`src/rtl/console_text_writer.sv`:
```
// rtl/console_text_writer.sv - ASCII stream to linear character RAM writer with cursor, CR/LF/BS and row clearing.
// Optional CONSOLE_TAB_EN adds 8'h09 handling (advance to next multiple of 8, clearing skipped cells).
module console_text_writer #(
  parameter int         COLS       = 80,
  parameter int         ROWS       = 48,
  parameter int         ADDR_W     = 13,
  parameter logic [7:0] CLEAR_CHAR = 8'h20
) (
  input  logic              vgaClock,
  input  logic              resetN,
  input  logic [7:0]        charIn,
  input  logic              charValid,
  output logic              charReady,
  output logic [ADDR_W-1:0] wrAddr,
  output logic [7:0]        wrData,
  output logic              wrEn,
  output logic [6:0]        cursorCol,
  output logic [5:0]        cursorRow,
  output logic              busy
);

`ifdef CONSOLE_TAB_EN
  typedef enum logic [1:0] {S_CLEAR_ALL, S_IDLE, S_CLEAR_LINE, S_TAB} state_t;
`else
  typedef enum logic [1:0] {S_CLEAR_ALL, S_IDLE, S_CLEAR_LINE} state_t;
`endif

  localparam logic [ADDR_W:0] LAST_IDX = (ADDR_W+1)'(COLS * ROWS);
  localparam logic [6:0]      LAST_COL = 7'(COLS - 1);
  localparam logic [5:0]      LAST_ROW = 6'(ROWS - 1);

  function automatic logic [ADDR_W-1:0] base_of(input logic [5:0] r);
    return ADDR_W'(r) * ADDR_W'(COLS);
  endfunction

  state_t              state_q;
  logic [ADDR_W:0]     idx_q;
  logic [6:0]          clr_q;
  logic [ADDR_W-1:0]   line_base_q;
  logic [6:0]          col_q;
  logic [5:0]          row_q;
  logic                wr_en_q;
  logic [ADDR_W-1:0]   wr_addr_q;
  logic [7:0]          wr_data_q;
  logic [5:0]          next_row;
  logic [ADDR_W-1:0]   cur_addr;

  assign next_row = (row_q == LAST_ROW) ? 6'd0 : row_q + 6'd1;
  assign cur_addr = base_of(row_q) + ADDR_W'(col_q);

  assign charReady = (state_q == S_IDLE);
  assign busy      = (state_q != S_IDLE);
  assign wrEn      = wr_en_q;
  assign wrAddr    = wr_addr_q;
  assign wrData    = wr_data_q;
  assign cursorCol = col_q;
  assign cursorRow = row_q;

  always_ff @(posedge vgaClock or negedge resetN) begin
    if (!resetN) begin
      state_q     <= S_CLEAR_ALL;
      idx_q       <= '0;
      clr_q       <= '0;
      line_base_q <= '0;
      col_q       <= '0;
      row_q       <= '0;
      wr_en_q     <= 1'b0;
      wr_addr_q   <= '0;
      wr_data_q   <= '0;
    end else begin
      wr_en_q <= 1'b0;
      case (state_q)
        S_CLEAR_ALL: begin
          // One idle cycle after the last write before charReady rises.
          if (idx_q == LAST_IDX) begin
            state_q <= S_IDLE;
          end else begin
            wr_en_q   <= 1'b1;
            wr_addr_q <= idx_q[ADDR_W-1:0];
            wr_data_q <= CLEAR_CHAR;
            idx_q     <= idx_q + 1'b1;
          end
        end

        S_IDLE: begin
          if (charValid) begin
            if ((charIn >= 8'h20) && (charIn <= 8'h7E)) begin
              wr_en_q   <= 1'b1;
              wr_addr_q <= cur_addr;
              wr_data_q <= charIn;
              if (col_q == LAST_COL) begin
                col_q       <= '0;
                row_q       <= next_row;
                line_base_q <= base_of(next_row);
                clr_q       <= '0;
                state_q     <= S_CLEAR_LINE;
              end else begin
                col_q <= col_q + 7'd1;
              end
            end else if (charIn == 8'h0D) begin
              col_q <= '0;
            end else if (charIn == 8'h0A) begin
              col_q       <= '0;
              row_q       <= next_row;
              line_base_q <= base_of(next_row);
              clr_q       <= '0;
              state_q     <= S_CLEAR_LINE;
            end else if (charIn == 8'h08) begin
              if (col_q != 7'd0) begin
                col_q     <= col_q - 7'd1;
                wr_en_q   <= 1'b1;
                wr_addr_q <= cur_addr - ADDR_W'(1);
                wr_data_q <= CLEAR_CHAR;
              end
`ifdef CONSOLE_TAB_EN
            end else if (charIn == 8'h09) begin
              wr_en_q   <= 1'b1;
              wr_addr_q <= cur_addr;
              wr_data_q <= CLEAR_CHAR;
              if (col_q == LAST_COL) begin
                col_q       <= '0;
                row_q       <= next_row;
                line_base_q <= base_of(next_row);
                clr_q       <= '0;
                state_q     <= S_CLEAR_LINE;
              end else begin
                col_q <= col_q + 7'd1;
                if (col_q[2:0] != 3'd7) state_q <= S_TAB;
              end
`endif
            end
          end
        end

        S_CLEAR_LINE: begin
          wr_en_q   <= 1'b1;
          wr_addr_q <= line_base_q + ADDR_W'(clr_q);
          wr_data_q <= CLEAR_CHAR;
          if (clr_q == LAST_COL) begin
            state_q <= S_IDLE;
          end else begin
            clr_q <= clr_q + 7'd1;
          end
        end

`ifdef CONSOLE_TAB_EN
        S_TAB: begin
          wr_en_q   <= 1'b1;
          wr_addr_q <= cur_addr;
          wr_data_q <= CLEAR_CHAR;
          if (col_q == LAST_COL) begin
            col_q       <= '0;
            row_q       <= next_row;
            line_base_q <= base_of(next_row);
            clr_q       <= '0;
            state_q     <= S_CLEAR_LINE;
          end else begin
            col_q <= col_q + 7'd1;
            if (col_q[2:0] == 3'd7) state_q <= S_IDLE;
          end
        end
`endif

        default: state_q <= S_IDLE;
      endcase
    end
  end

endmodule
```
`config.mk`:
```
export PLATFORM = sky130hd
export DESIGN_NAME = console_text_writer
export DESIGN_NICKNAME = d
export VERILOG_FILES = /design/src/rtl/console_text_writer.sv
export SDC_FILE = /design/constraint.sdc
export NUM_CORES = 1
export LEC_CHECK = 0
export BUFFER_PORTS_ARGS = -buffer_cell sky130_fd_sc_hd__buf_2
export CAP_MARGIN = 10
export CORE_ASPECT_RATIO = 0.75
export CORE_MARGIN = 4
export CORE_UTILIZATION = 32
export DETAILED_ROUTE_END_ITERATION = 12
export PLACE_DENSITY = 0.58
export SLEW_MARGIN = 5
export SYNTH_ARGS = -nofsm -noshare
export SYNTH_HDL_FRONTEND = slang
export SYNTH_SLANG_ARGS = --single-unit
```
`constraint.sdc`:
```
create_clock -name vgaClock -period 4.8 [get_ports vgaClock]
set_input_delay 0.96 -clock vgaClock [delete_from_list [all_inputs] [get_ports vgaClock]]
set_output_delay 0.96 -clock vgaClock [all_outputs]
set_load 0.005 [all_outputs]
```
-- Word-level counts from Yosys, hierarchy flattened
Cells that the tools add are included.
- add/sub/neg operators: 8
- $mul: 2
- $lt $le $gt $ge: 2
- equal/unequal tests: 23
- multiplexer cells: 54
- bitwise operators: 1
- reduce and logical (&&, ||, !) cells: 14
- operator list (operator ; count):
    $mux 13 ; 11
    $mux 7 ; 12
    $mux 8 ; 7
    $pmux 13 s3 ; 1
    $mux 6 ; 5
    $add 13x7->13 ; 2
    $eq 8x4->1 const B ; 3
    $pmux 8 s3 ; 1
    $mul 6x3->9 const B ; 2
    $add 14x1->14 const B ; 1
    $add 7x1->7 const B ; 2
    $eq 14x12->1 const B ; 1
    $eq 7x7->1 const B ; 2
    $mux 2 ; 7
    $pmux 7 s2 ; 1
    $sub 13x1->13 const B ; 1
    $ne 2x2->1 const B ; 6
    $reduce_and 6->1 ; 2
    $ne 3x1->1 const B ; 3
    $ge 8x6->1 const B ; 1
    $le 8x7->1 const B ; 1
    $reduce_bool 4->1 ; 2
    $mux 1 ; 7
    $reduce_and 7->1 ; 1
    other kinds (19) ; 22
- bits in registers: 71
- input bits: 11
- output and inout port bits: 37
- word-level logic and storage cells: 113

-- Logic depth before layout (Yosys ltp)
Gate-level depths: netlist (run 1).
- word-level depth: 10
- mapped depth: 11
- gate-level depth less buffers: 11

-- Least setup slack after synthesis (run 1)
No wires, ideal clock.
- kind: register to register
- start: register row_q[1], in the netlist cursorRow[1]
- end: register wr_addr_q[11], in the netlist wrAddr[11]
- library setup time: 0.142 ns
- arrival time: 3.066 ns
- data required time: 4.658 ns
- slack: 1.592 ns
- cell stages (with the launch flop): 12
- path buffers: 0
- period minus slack after synthesis: 3.208 ns
- cells stage by stage: dfrtp_1 -> ha_1 -> ha_1 -> inv_1 -> fa_1 -> xnor2_1 -> nor4b_2 -> nand4bb_1 -> a311oi_2 -> xnor3_1 -> nand2_1 -> a31oi_1
- word-level cells in the longest chain between the ends: 10
- RTL lines (what ; RTL line ; RTL):
    from (decl) ; 41 ; logic [5:0] row_q;
    from (signal assigned) ; 93 ; row_q <= next_row;
    from (signal assigned) ; 104 ; row_q <= next_row;
    $mul 6x3->9 * ; 33 ; return ADDR_W'(r) * ADDR_W'(COLS);
    $add 13x7->13 * ; 49 ; assign cur_addr = base_of(row_q) + ADDR_W'(col_q);
    $sub 13x1->13 ; 112 ; wr_addr_q <= cur_addr - ADDR_W'(1);
    $mux 13 ; 109 ; if (col_q != 7'd0) begin
    $mux 13 ; 108 ; end else if (charIn == 8'h08) begin
    $mux 13 ; 102 ; end else if (charIn == 8'h0A) begin
    $mux 13 ; 100 ; end else if (charIn == 8'h0D) begin
    $mux 13 * ; 87 ; if ((charIn >= 8'h20) && (charIn <= 8'h7E)) begin
    $mux 13 * ; 86 ; if (charValid) begin
    $pmux 13 s3 * ; 72 ; case (state_q)
    to (signal assigned) ; 79 ; wr_addr_q <= idx_q[ADDR_W-1:0];
    to (signal assigned) ; 89 ; wr_addr_q <= cur_addr;
    to (signal assigned) ; 112 ;
    to (decl) ; 43 ; logic [ADDR_W-1:0] wr_addr_q;
Every way passes the cells marked *; elsewhere a longest branch is shown, timed or not. The select of a mux whose other input is x is not followed.
A chain may end at the register's enable or synchronous reset.

-- Final worst setup path (run 1)
Ends and elaborated chain as after synthesis.

==> results of run 1 <==
[cell families after synthesis]
family / share of synthesized area
simple gates: 0.2106
compound gates: 0.1676
buf+inv: 0.03418
mux: 0.03170
xor+xnor: 0.09179
fa+ha+maj: 0.1058
flops: 0.3583
[sequential cells by signal (all words and copies together) (netlist names)]
register	count
clr_q	7
cursorCol	7
cursorRow	6
idx_q	14
line_base_q	7
state_q	2
wrAddr	13
wrData	8
wrEn	1
[layout make-up]
class	count	area (µm²)
Clock buffer	11	242.7
Clock inverter	5	55.05
Fill cell	1395	8569
Inverter	18	67.56
Multi-Input combinational cell	394	2758
Sequential cell	65	1627
Tap cell	175	219.0
Timing Repair Buffer	50	257.7
[cell usage in the layout (no fill, tap or decap), types with 5 or more instances in the layout]
cell type | synthesis | final
nor3_1 | 11 | 11
a21oi_1 | 22 | 22
mux2_2 | 7 | 7
nand2_1 | 55 | 55
o31ai_1 | 14 | 14
a221oi_1 | 12 | 12
dfrtp_1 | 65 | 65
a21o_1 | 11 | 11
clkbuf_16 | 0 | 9
and2_1 | 5 | 5
o22ai_1 | 6 | 6
o21ai_1 | 5 | 5
and3_1 | 6 | 6
xor2_1 | 12 | 12
nor2_1 | 41 | 41
nand4_1 | 10 | 10
ha_1 | 32 | 32
xnor2_1 | 33 | 33
inv_1 | 18 | 18
nand3_1 | 24 | 24
buf_2 | 4 | 47
o21ai_0 | 20 | 20
[how the worst max path moves through the flow]
| stage | from | to | slack, ns | cells after the start |
|---|---|---|---|---|
| CTS | cursorRow[1] | wrAddr[11] | 1.15 | 11 |
| global route | cursorRow[1] | wrAddr[11] | 0.86 | 11 |
| finish | cursorRow[1] | wrAddr[11] | 1.11 | 11 |
| detailed placement | cursorRow[1] | wrAddr[11] | 1.19 | 11 |
| global placement | cursorRow[1] | wrAddr[11] | 1.34 | 11 |
| floorplan | cursorRow[1] | wrAddr[11] | 1.59 | 11 |
[critical path, delay by kind of cell (launching register included)]
kind,cells,cell delay (ns)
xor+xnor,2,0.76
flops,1,0.54
simple gates,3,0.81
fa+ha+maj,3,0.97
compound gates,2,0.39
buf+inv,1,0.07
[report_power, final]
part | internal, µW | total [µW] | leakage (µW) | switching, µW
Clock | 414 | 665 | 0.000142 | 250
Sequential | 548 | 548 | 0.000863 | 0
Combinational | 7.79 | 34.1 | 0.00144 | 26.3
Total | 970 | 1250 | 0.00244 | 277
[routing by layer]
metal  vias to the layer above  track usage
li1                       1893            -
met1                      1971       0.2170
met2                       106       0.2284
met3                        15      0.03392
met4                         0      0.04238
met5                         -            0
[metrics by stage]
stage	total power, µW	instance area, µm²	hold slack, ns
3_5_place_dp	592.4	4928	0.4673
2_1_floorplan	569.1	4539	0.4465
5_1_grt	1284	5226	0.5101
4_1_cts	1258	5226	0.4788
3_3_place_gp	591.4	4928	0.4626
6_report	1247	5226	0.4739
==> results.yml, run 1 <==
floorplanning:
  die_h_um: 111.1
  dieWidth_um: 145.5
  initial_core_util: 0.3290
  pin_count: 48
  core-area_um2: 13800
  rows: 37
  dieArea_um2: 16170
route:
  ant_nets: 0
  num_vias: 3985
  wl_met1_um: 5966
  wirelength_um: 12020
  wl_met3_um: 585
  dr.first_iter.drc_count: 244
  top_layer_used: "met4"
  wl_per_cell_um: 16.74
  dr_wl_met2_um: 5280
  drt-vias-per-instance: 5.550
  drt_pass1_iterations: 5
  drc_errors: 0
worst_setup_path:
  crit_slowest_cell: "dfrtp_1"
  rr_worst_depth: 11
  r2r_slack_ns: 1.11
  crit_top_cell: "ha_1"
  critPathRequiredTime_ns: 4.98
  timing.rr.end: "wrAddr[11]"
  worstSetupPathType: "reg2reg"
  arrival_ns: 3.87
  endpoint_kind: "flop"
  start_kind: "flop"
  crit_path_max_fanout: 11
  path_cells: "ha_1 > ha_1 > inv_1 > fa_1 > xnor2_1 > nor4b_2 > nand4bb_1 > a311oi_2 > xnor3_1 > nand2_1 > a31oi_1"
  max_stage_delay_ns: 0.54
  reg2reg_from: "cursorRow[1]"
power:
  ir_drop_uv: 133.6
  p_leak_uw: 0.002441
  power_density_nw_per_um2: 238.6
global_route:
  antenna_found_initial: 0
  grt_pass1_vias: 3911
  grt_max_degree: 37
  track_usage: 0.1511
  grt_pass1_wl_um: 20120
  gr-total-overflow: 0
final_layout:
  fin_nets: 585
  instances_no_fill: 718
  area_delta_synth_final_pct: 15.13
  utilization: 0.3788
  num_antenna_cells: 0
  drive_above_1_share: 0.1473
timing:
  slew_violations: 0
  final.setup.tns_ns: 0
  worst_slew_pin_slew_ns: 0.8963
  fin_crit_sh: 0.7696
  relSlewSlack: 0.4024
  hold_viol_final: 0
  postLayoutSetupSlackWorst_ns: 1.106
  clock_skew_ns: 0.005575
  setup_viol: 0
  min_period_ns: 3.694
  rsz0062_at_grt: "no"
  fmax_mhz: 270.7
synth:
  ys_ff_latch: 65
  synth_cell_types: 61
  ys_warn_count: 0
  syn-mean-instance-area_um2: 9.134
  netlist_top_cells_count: "dfrtp_1 (65), nand2_1 (55), nor2_1 (41)"
  synthesis.nets: 544
  yosys.area.top_type: "dfrtp_1"
  ys_dominant_reg_cell: "dfrtp_1"
  yosysMostFrequentCell: "dfrtp_1"
  syn-cell-area_um2: 4539
  ys_seq_area_frac: 0.3583
  synthArstFlopShare: 1.000
  synthCells: 497
  synth-edff-count: 0
  synth.area.top_cells: "dfrtp_1 (36%), ha_1 (8.8%), xnor2_1 (6.4%)"
  synth_top_cell_area_share: 0.3583
place:
  dp_cells: 702
  gp_congestion: 0.9118
  dp_hpwl_um: 8976
  port_buffers: 47
  dpl_worst_slack_ns: 1.186
cts:
  numClockSinks: 65
  postCtsSetupBuffers: 0
  clk_path_buf_depth: 2
  numCtsBuffers: 9
  cts_tree: "done"
  cts-root-buf: "clkbuf_16"
  htreeDepth: 3
  cts.clk_slew.worst_paths_ns: 0.06
  post_cts_resized: 0
  ctsHoldBuffers: 0
  clock_latency_ns: 0.33
worst_hold_path:
  hold_depth: 2
  hold_class: "reg2reg"
  hp-start: "wrAddr[7]"
  hold_path_end: "wrAddr[7]"
run:
  maxCapViolations: 0
run_status:
  status: "finished clean"
Power figures use the tool's default switching activity.
==> run 2, diff against run 1 <==
- clock period: 4.8 -> 3.55 ns (I/O delays scaled with it)
==> results.yml, run 2 (same netlist as run 1, synthesis figures left out) <==
floorplanning:
  initial_core_util: 0.3290
  core-area_um2: 13800
  pin_count: 48
  die_h_um: 111.1
  dieArea_um2: 16170
  rows: 37
  dieWidth_um: 145.5
timing:
  fmax_mhz: 302.9
  min_period_ns: 3.302
  hold_viol_final: 0
  rsz0062_at_grt: "no"
  fin_crit_sh: 0.9300
  final.setup.tns_ns: 0
  hold_ws_ns: 0.4688
  postLayoutSetupSlackWorst_ns: 0.2484
  relSlewSlack: 0.3915
  setup_viol: 0
  clock_skew_ns: 0.009845
  slew_violations: 0
  worst_slew_pin_slew_ns: 0.9127
route:
  dr.first_iter.drc_count: 378
  ant_nets: 0
  drt-vias-per-instance: 5.331
  wirelength_um: 12150
  drt_pass1_iterations: 4
  num_vias: 3881
  wl_per_cell_um: 16.69
  drc_errors: 0
cts:
  clock_latency_ns: 0.33
  postCtsSetupBuffers: 0
  cts.clk_slew.worst_paths_ns: 0.05
  cts-root-buf: "clkbuf_16"
  ctsHoldBuffers: 0
  clk_path_buf_depth: 2
  htreeDepth: 3
  numCtsBuffers: 9
  post_cts_resized: 0
  cts_tree: "done"
  numClockSinks: 65
global_route:
  gr-total-overflow: 0
  track_usage: 0.1533
  grt_pass1_vias: 3857
  antenna_found_initial: 0
  grt_max_degree: 36
  grt_pass1_wl_um: 20320
final_layout:
  fillerInstances: 1392
  fin_nets: 595
  utilization: 0.3865
  final_common_cell: "dfrtp_1"
  drive_above_1_share: 0.1591
  num_antenna_cells: 0
  regMostFlops: "idx_q"
  largest_reg_flops: 14
  instances_no_fill: 728
  mostFrequentLayoutCells: "dfrtp_1 (65), nand2_1 (55), buf_2 (47), nor2_1 (41), xnor2_1 (33)"
  area_delta_synth_final_pct: 17.45
worst_setup_path:
  start_kind: "flop"
  endpoint_kind: "flop"
  critPathRequiredTime_ns: 3.73
  worstSetupPathType: "reg2reg"
  arrival_ns: 3.48
  crit_path_max_fanout: 9
power:
  p_leak_uw: 0.002508
  power_density_nw_per_um2: 329.5
  ir_drop_uv: 209.8
place:
  dp_cells: 712
  dpl_worst_slack_ns: 0.2752
  gp_congestion: 0.8351
  dp_hpwl_um: 9205
  port_buffers: 47
run:
  maxCapViolations: 0
worst_hold_path:
  hold_class: "reg2reg"
run_status:
  status: "finished clean"
==> run 2: cell count changes in the layout (fill, tap and decap cells not counted), sizes merged <==
cell	before	now
clkbuf	11	14
clkinv	2	0
bufinv	1	2
buf	50	60
clkinvlp	2	0
==> run 2: area by class of cell <==
cell class	instances	area, µm²	share of cell area
multi-input combinational	394	2758	0.5172
clock inverter	2	60.06	0.01126
tap	175	219.0	0.04107
sequential	65	1627	0.3051
clock buffer	14	264.0	0.04952
inverter	18	67.56	0.01267
timing repair buffer	60	336.6	0.06313
==> run 2: report_power, final <==
group	internal [µW]	switching, µW	total (µW)
logic	11.3	36.0	47.3
registers	742	0	742
clock network	654	314	968
==> run 2: stage by stage <==
| stage | instance area, µm² | power (µW) |
|---|---|---|
| after floorplan | 4539 | 769.5 |
| after global placement | 4996 | 801.2 |
| after detailed placement | 5007 | 802.1 |
| after CTS | 5331 | 1780 |
| after global routing | 5331 | 1805 |
| final | 5331 | 1757 |
==> run 2: final timing paths <==
kind	startpoint	endpoint	slack [ns]	cells after the start
min reg2reg	wrData[2]	wrData[2]	0.47	2
max reg2reg	cursorRow[2]	wrAddr[11]	0.25	10
min	wrData[2]	wrData[2]	0.47	2
min in group asynchronous	resetN	cursorCol[6]	0.51	1
max	cursorRow[2]	wrAddr[11]	0.25	10
max in group asynchronous	resetN	wrData[0]	2.24	2
==> run 2: layer usage <==
metal  up-vias  global-route usage  routed length, µm
li1       1918                   -                  -
met1      1876              0.2211               5997
met2        78              0.2302               5385
met3         9             0.03637                660
met4         0             0.04048                106
met5         -                   0                  0
==> run 2: worst max-delay path, stage by stage (launching register included) <==
cell and delay (ns):
dfrtp_1 0.49, ha_1 0.38, inv_1 0.07, fa_1 0.47
xnor2_1 0.32, nor4b_2 0.35, nand4bb_1 0.21, a311oi_2 0.30
xnor3_1 0.42, nand2_1 0.08, a31oi_1 0.07
==> run 3, diff against run 2 <==
- ABC_AREA: not set -> 1
- CAP_MARGIN: 10 -> not set
==> results.yml, run 3 <==
global_route:
  track_usage: 0.1483
  grt_pass1_wl_um: 20130
  grt_max_degree: 36
  grt_use_met1: 0.2332
  antenna_found_initial: 0
  gr-total-overflow: 0
  use_met3: 0.03243
  grt_pass1_vias: 3870
  busiest_layer: "met1"
  met2_usage: 0.2071
synth:
  syn-mean-instance-area_um2: 7.311
  yosys.area.top_type: "dfrtp_1"
  synthesis.nets: 692
  synth_cell_types: 40
  synth_simple_gate_area_frac: 0.2871
  synth-edff-count: 0
  netlist_top_cells_count: "nand2_1 (178), inv_1 (68), dfrtp_1 (65)"
  synth_top_cell_area_share: 0.3449
  synth_top_family_by_area: "simple AND/OR/NAND/NOR gates"
  yosysMostFrequentCell: "nand2_1"
  ys_ff_latch: 65
  synth_fa_ha_area_frac: 0.1019
  synth.area.top_cells: "dfrtp_1 (34%), nand2_1 (14%), ha_1 (8.5%)"
  synthXorXnorAreaFrac: 0.05386
  synthMuxAreaShare: 0
  synth_compound_area_frac: 0.1279
  synthArstFlopShare: 1.000
  syn-cell-area_um2: 4716
  ys_dominant_reg_cell: "dfrtp_1"
  synthCells: 645
  ys_seq_area_frac: 0.3449
  ys_warn_count: 0
timing:
  rsz0062_at_grt: "no"
  fin_crit_sh: 0.8417
  postLayoutSetupSlackWorst_ns: 0.5619
  min_period_ns: 2.988
  clock_skew_ns: 0.006516
  fmax_mhz: 334.7
  relSlewSlack: 0.5158
  worst_slew_pin_slew_ns: 0.7263
  setup_viol: 0
  hold_viol_final: 0
  final.setup.tns_ns: 0
  slew_violations: 0
worst_setup_path:
  crit_slowest_cell: "dfrtp_1"
  crit_top_cell: "ha_1"
  endpoint_kind: "flop"
  start_kind: "flop"
  path_cells: "ha_1 > nand3_1 > nor3_1 > inv_1 > nand3_1 > o21ai_0 > ha_1 > ha_1 > a21oi_1 > inv_1 > a31oi_1 > xor2_1 > o21ai_0"
  max_stage_delay_ns: 0.56
  critPathRequiredTime_ns: 3.74
  r2r_slack_ns: 0.56
  worstSetupPathType: "reg2reg"
  crit_path_max_fanout: 8
  arrival_ns: 3.18
cts:
  clock_latency_ns: 0.33
  numClockSinks: 65
  cts_tree: "done"
  cts-root-buf: "clkbuf_16"
  post_cts_resized: 0
  numCtsBuffers: 9
  clk_path_buf_depth: 2
  htreeDepth: 3
  cts.clk_slew.worst_paths_ns: 0.06
  postCtsSetupBuffers: 0
  ctsHoldBuffers: 0
place:
  gp_congestion: 0.8345
  dp_hpwl_um: 9505
  port_buffers: 47
  dpl_worst_slack_ns: 0.5452
final_layout:
  mostFrequentLayoutCells: "nand2_1 (178), inv_1 (68), dfrtp_1 (65), nor2_1 (53), o21ai_0 (51)"
  regMostFlops: "idx_q"
  drive_above_1_share: 0.1351
  area_delta_synth_final_pct: 15.57
  largest_reg_flops: 14
  num_antenna_cells: 0
  final_common_cell: "nand2_1"
  fin_nets: 738
floorplanning:
  rows: 38
  initial_core_util: 0.3263
  dieArea_um2: 16760
  dieWidth_um: 148.2
  die_h_um: 113.1
  pin_count: 48
  core-area_um2: 14450
route:
  dr.first_iter.drc_count: 210
  ant_nets: 0
  wl_per_cell_um: 13.69
  drc_errors: 0
  drt_pass1_iterations: 5
  wirelength_um: 12270
  drt-vias-per-instance: 4.704
  num_vias: 4215
power:
  power_density_nw_per_um2: 901.4
  ir_drop_uv: 429.1
  p_leak_uw: 0.002714
run_status:
  status: "finished clean"
worst_hold_path:
  hold_class: "in2async"
run:
  maxCapViolations: 0
-- run 3: layer usage --
| metal | share of wire | up-vias |
|---|---|---|
| met5 | 0 | - |
| met4 | 0.0068 | 0 |
| met1 | 0.55 | 1916 |
| li1 | - | 2202 |
| met2 | 0.39 | 90 |
| met3 | 0.051 | 7 |
-- run 3: power breakdown --
part / internal [µW] / switching (µW) / leakage (µW)
sequential: 997 / 303 / 0.000842
clock: 543 / 339 / 0.000149
combinational: 997 / 1730 / 0.00172
-- run 3: path summary, 6_finish.rpt --
check,end,startpoint,cells after the start
worst max-delay path,line_base_q[10],cursorRow[0],13
worst min-delay path,cursorCol[5],resetN,1
worst max register to register,line_base_q[10],cursorRow[0],13
worst min register to register,wrAddr[6],wrAddr[6],2
max in group asynchronous,line_base_q[6],resetN,2
min in group vgaClock,wrAddr[6],wrAddr[6],2
-- run 3: final cells by class --
class | count | area [µm²]
clock buffer | 9 | 225.2
clock inverter | 7 | 71.32
fill | 1561 | 9004
inverter | 76 | 285.3
multi-input combinational | 485 | 2691
sequential | 65 | 1627
tap | 200 | 250.2
timing repair buffer | 54 | 300.3
-- run 3: stage by stage --
| stage | area (µm²) | cells | hold WS, ns | utilization | total power [µW] |
|---|---|---|---|---|---|
| 3_3_place_gp | 5154 | 880 | 0.4731 | 0.3566 | 4037 |
| 3_5_place_dp | 5154 | 880 | 0.4665 | 0.3566 | 4049 |
| 5_1_grt | 5450 | 896 | 0.5019 | 0.3771 | 5426 |
| 6_report | 5450 | 896 | 0.4385 | 0.3771 | 4913 |
| 4_1_cts | 5450 | 896 | 0.4610 | 0.3771 | 4956 |
| 2_1_floorplan | 4716 | 645 | 0.4144 | - | 3234 |
-- run 3: worst max-delay path: cells and delay by family (launching register included) --
kind | cells | cell delay (ns)
AO/OA/AOI/OAI | 4 | 0.63
XOR/XNOR | 1 | 0.18
adder cells (fa/ha/maj) | 3 | 0.93
buffers and inverters | 2 | 0.14
flip-flops | 1 | 0.56
AND/OR/NAND/NOR | 3 | 0.43
-- run 3: kinds of logic (layout without fill, tap and decap cells) --
| kind of cell | Yosys count | count (layout) |
|---|---|---|
| and+or+nand+nor | 313 | 313 |
| buffers and inverters | 95 | 146 |
| DFF | 65 | 65 |
| xor gates and xnor gates | 29 | 29 |
| AOI/OAI and AO/OA | 107 | 107 |
| adders and majority gates | 36 | 36 |
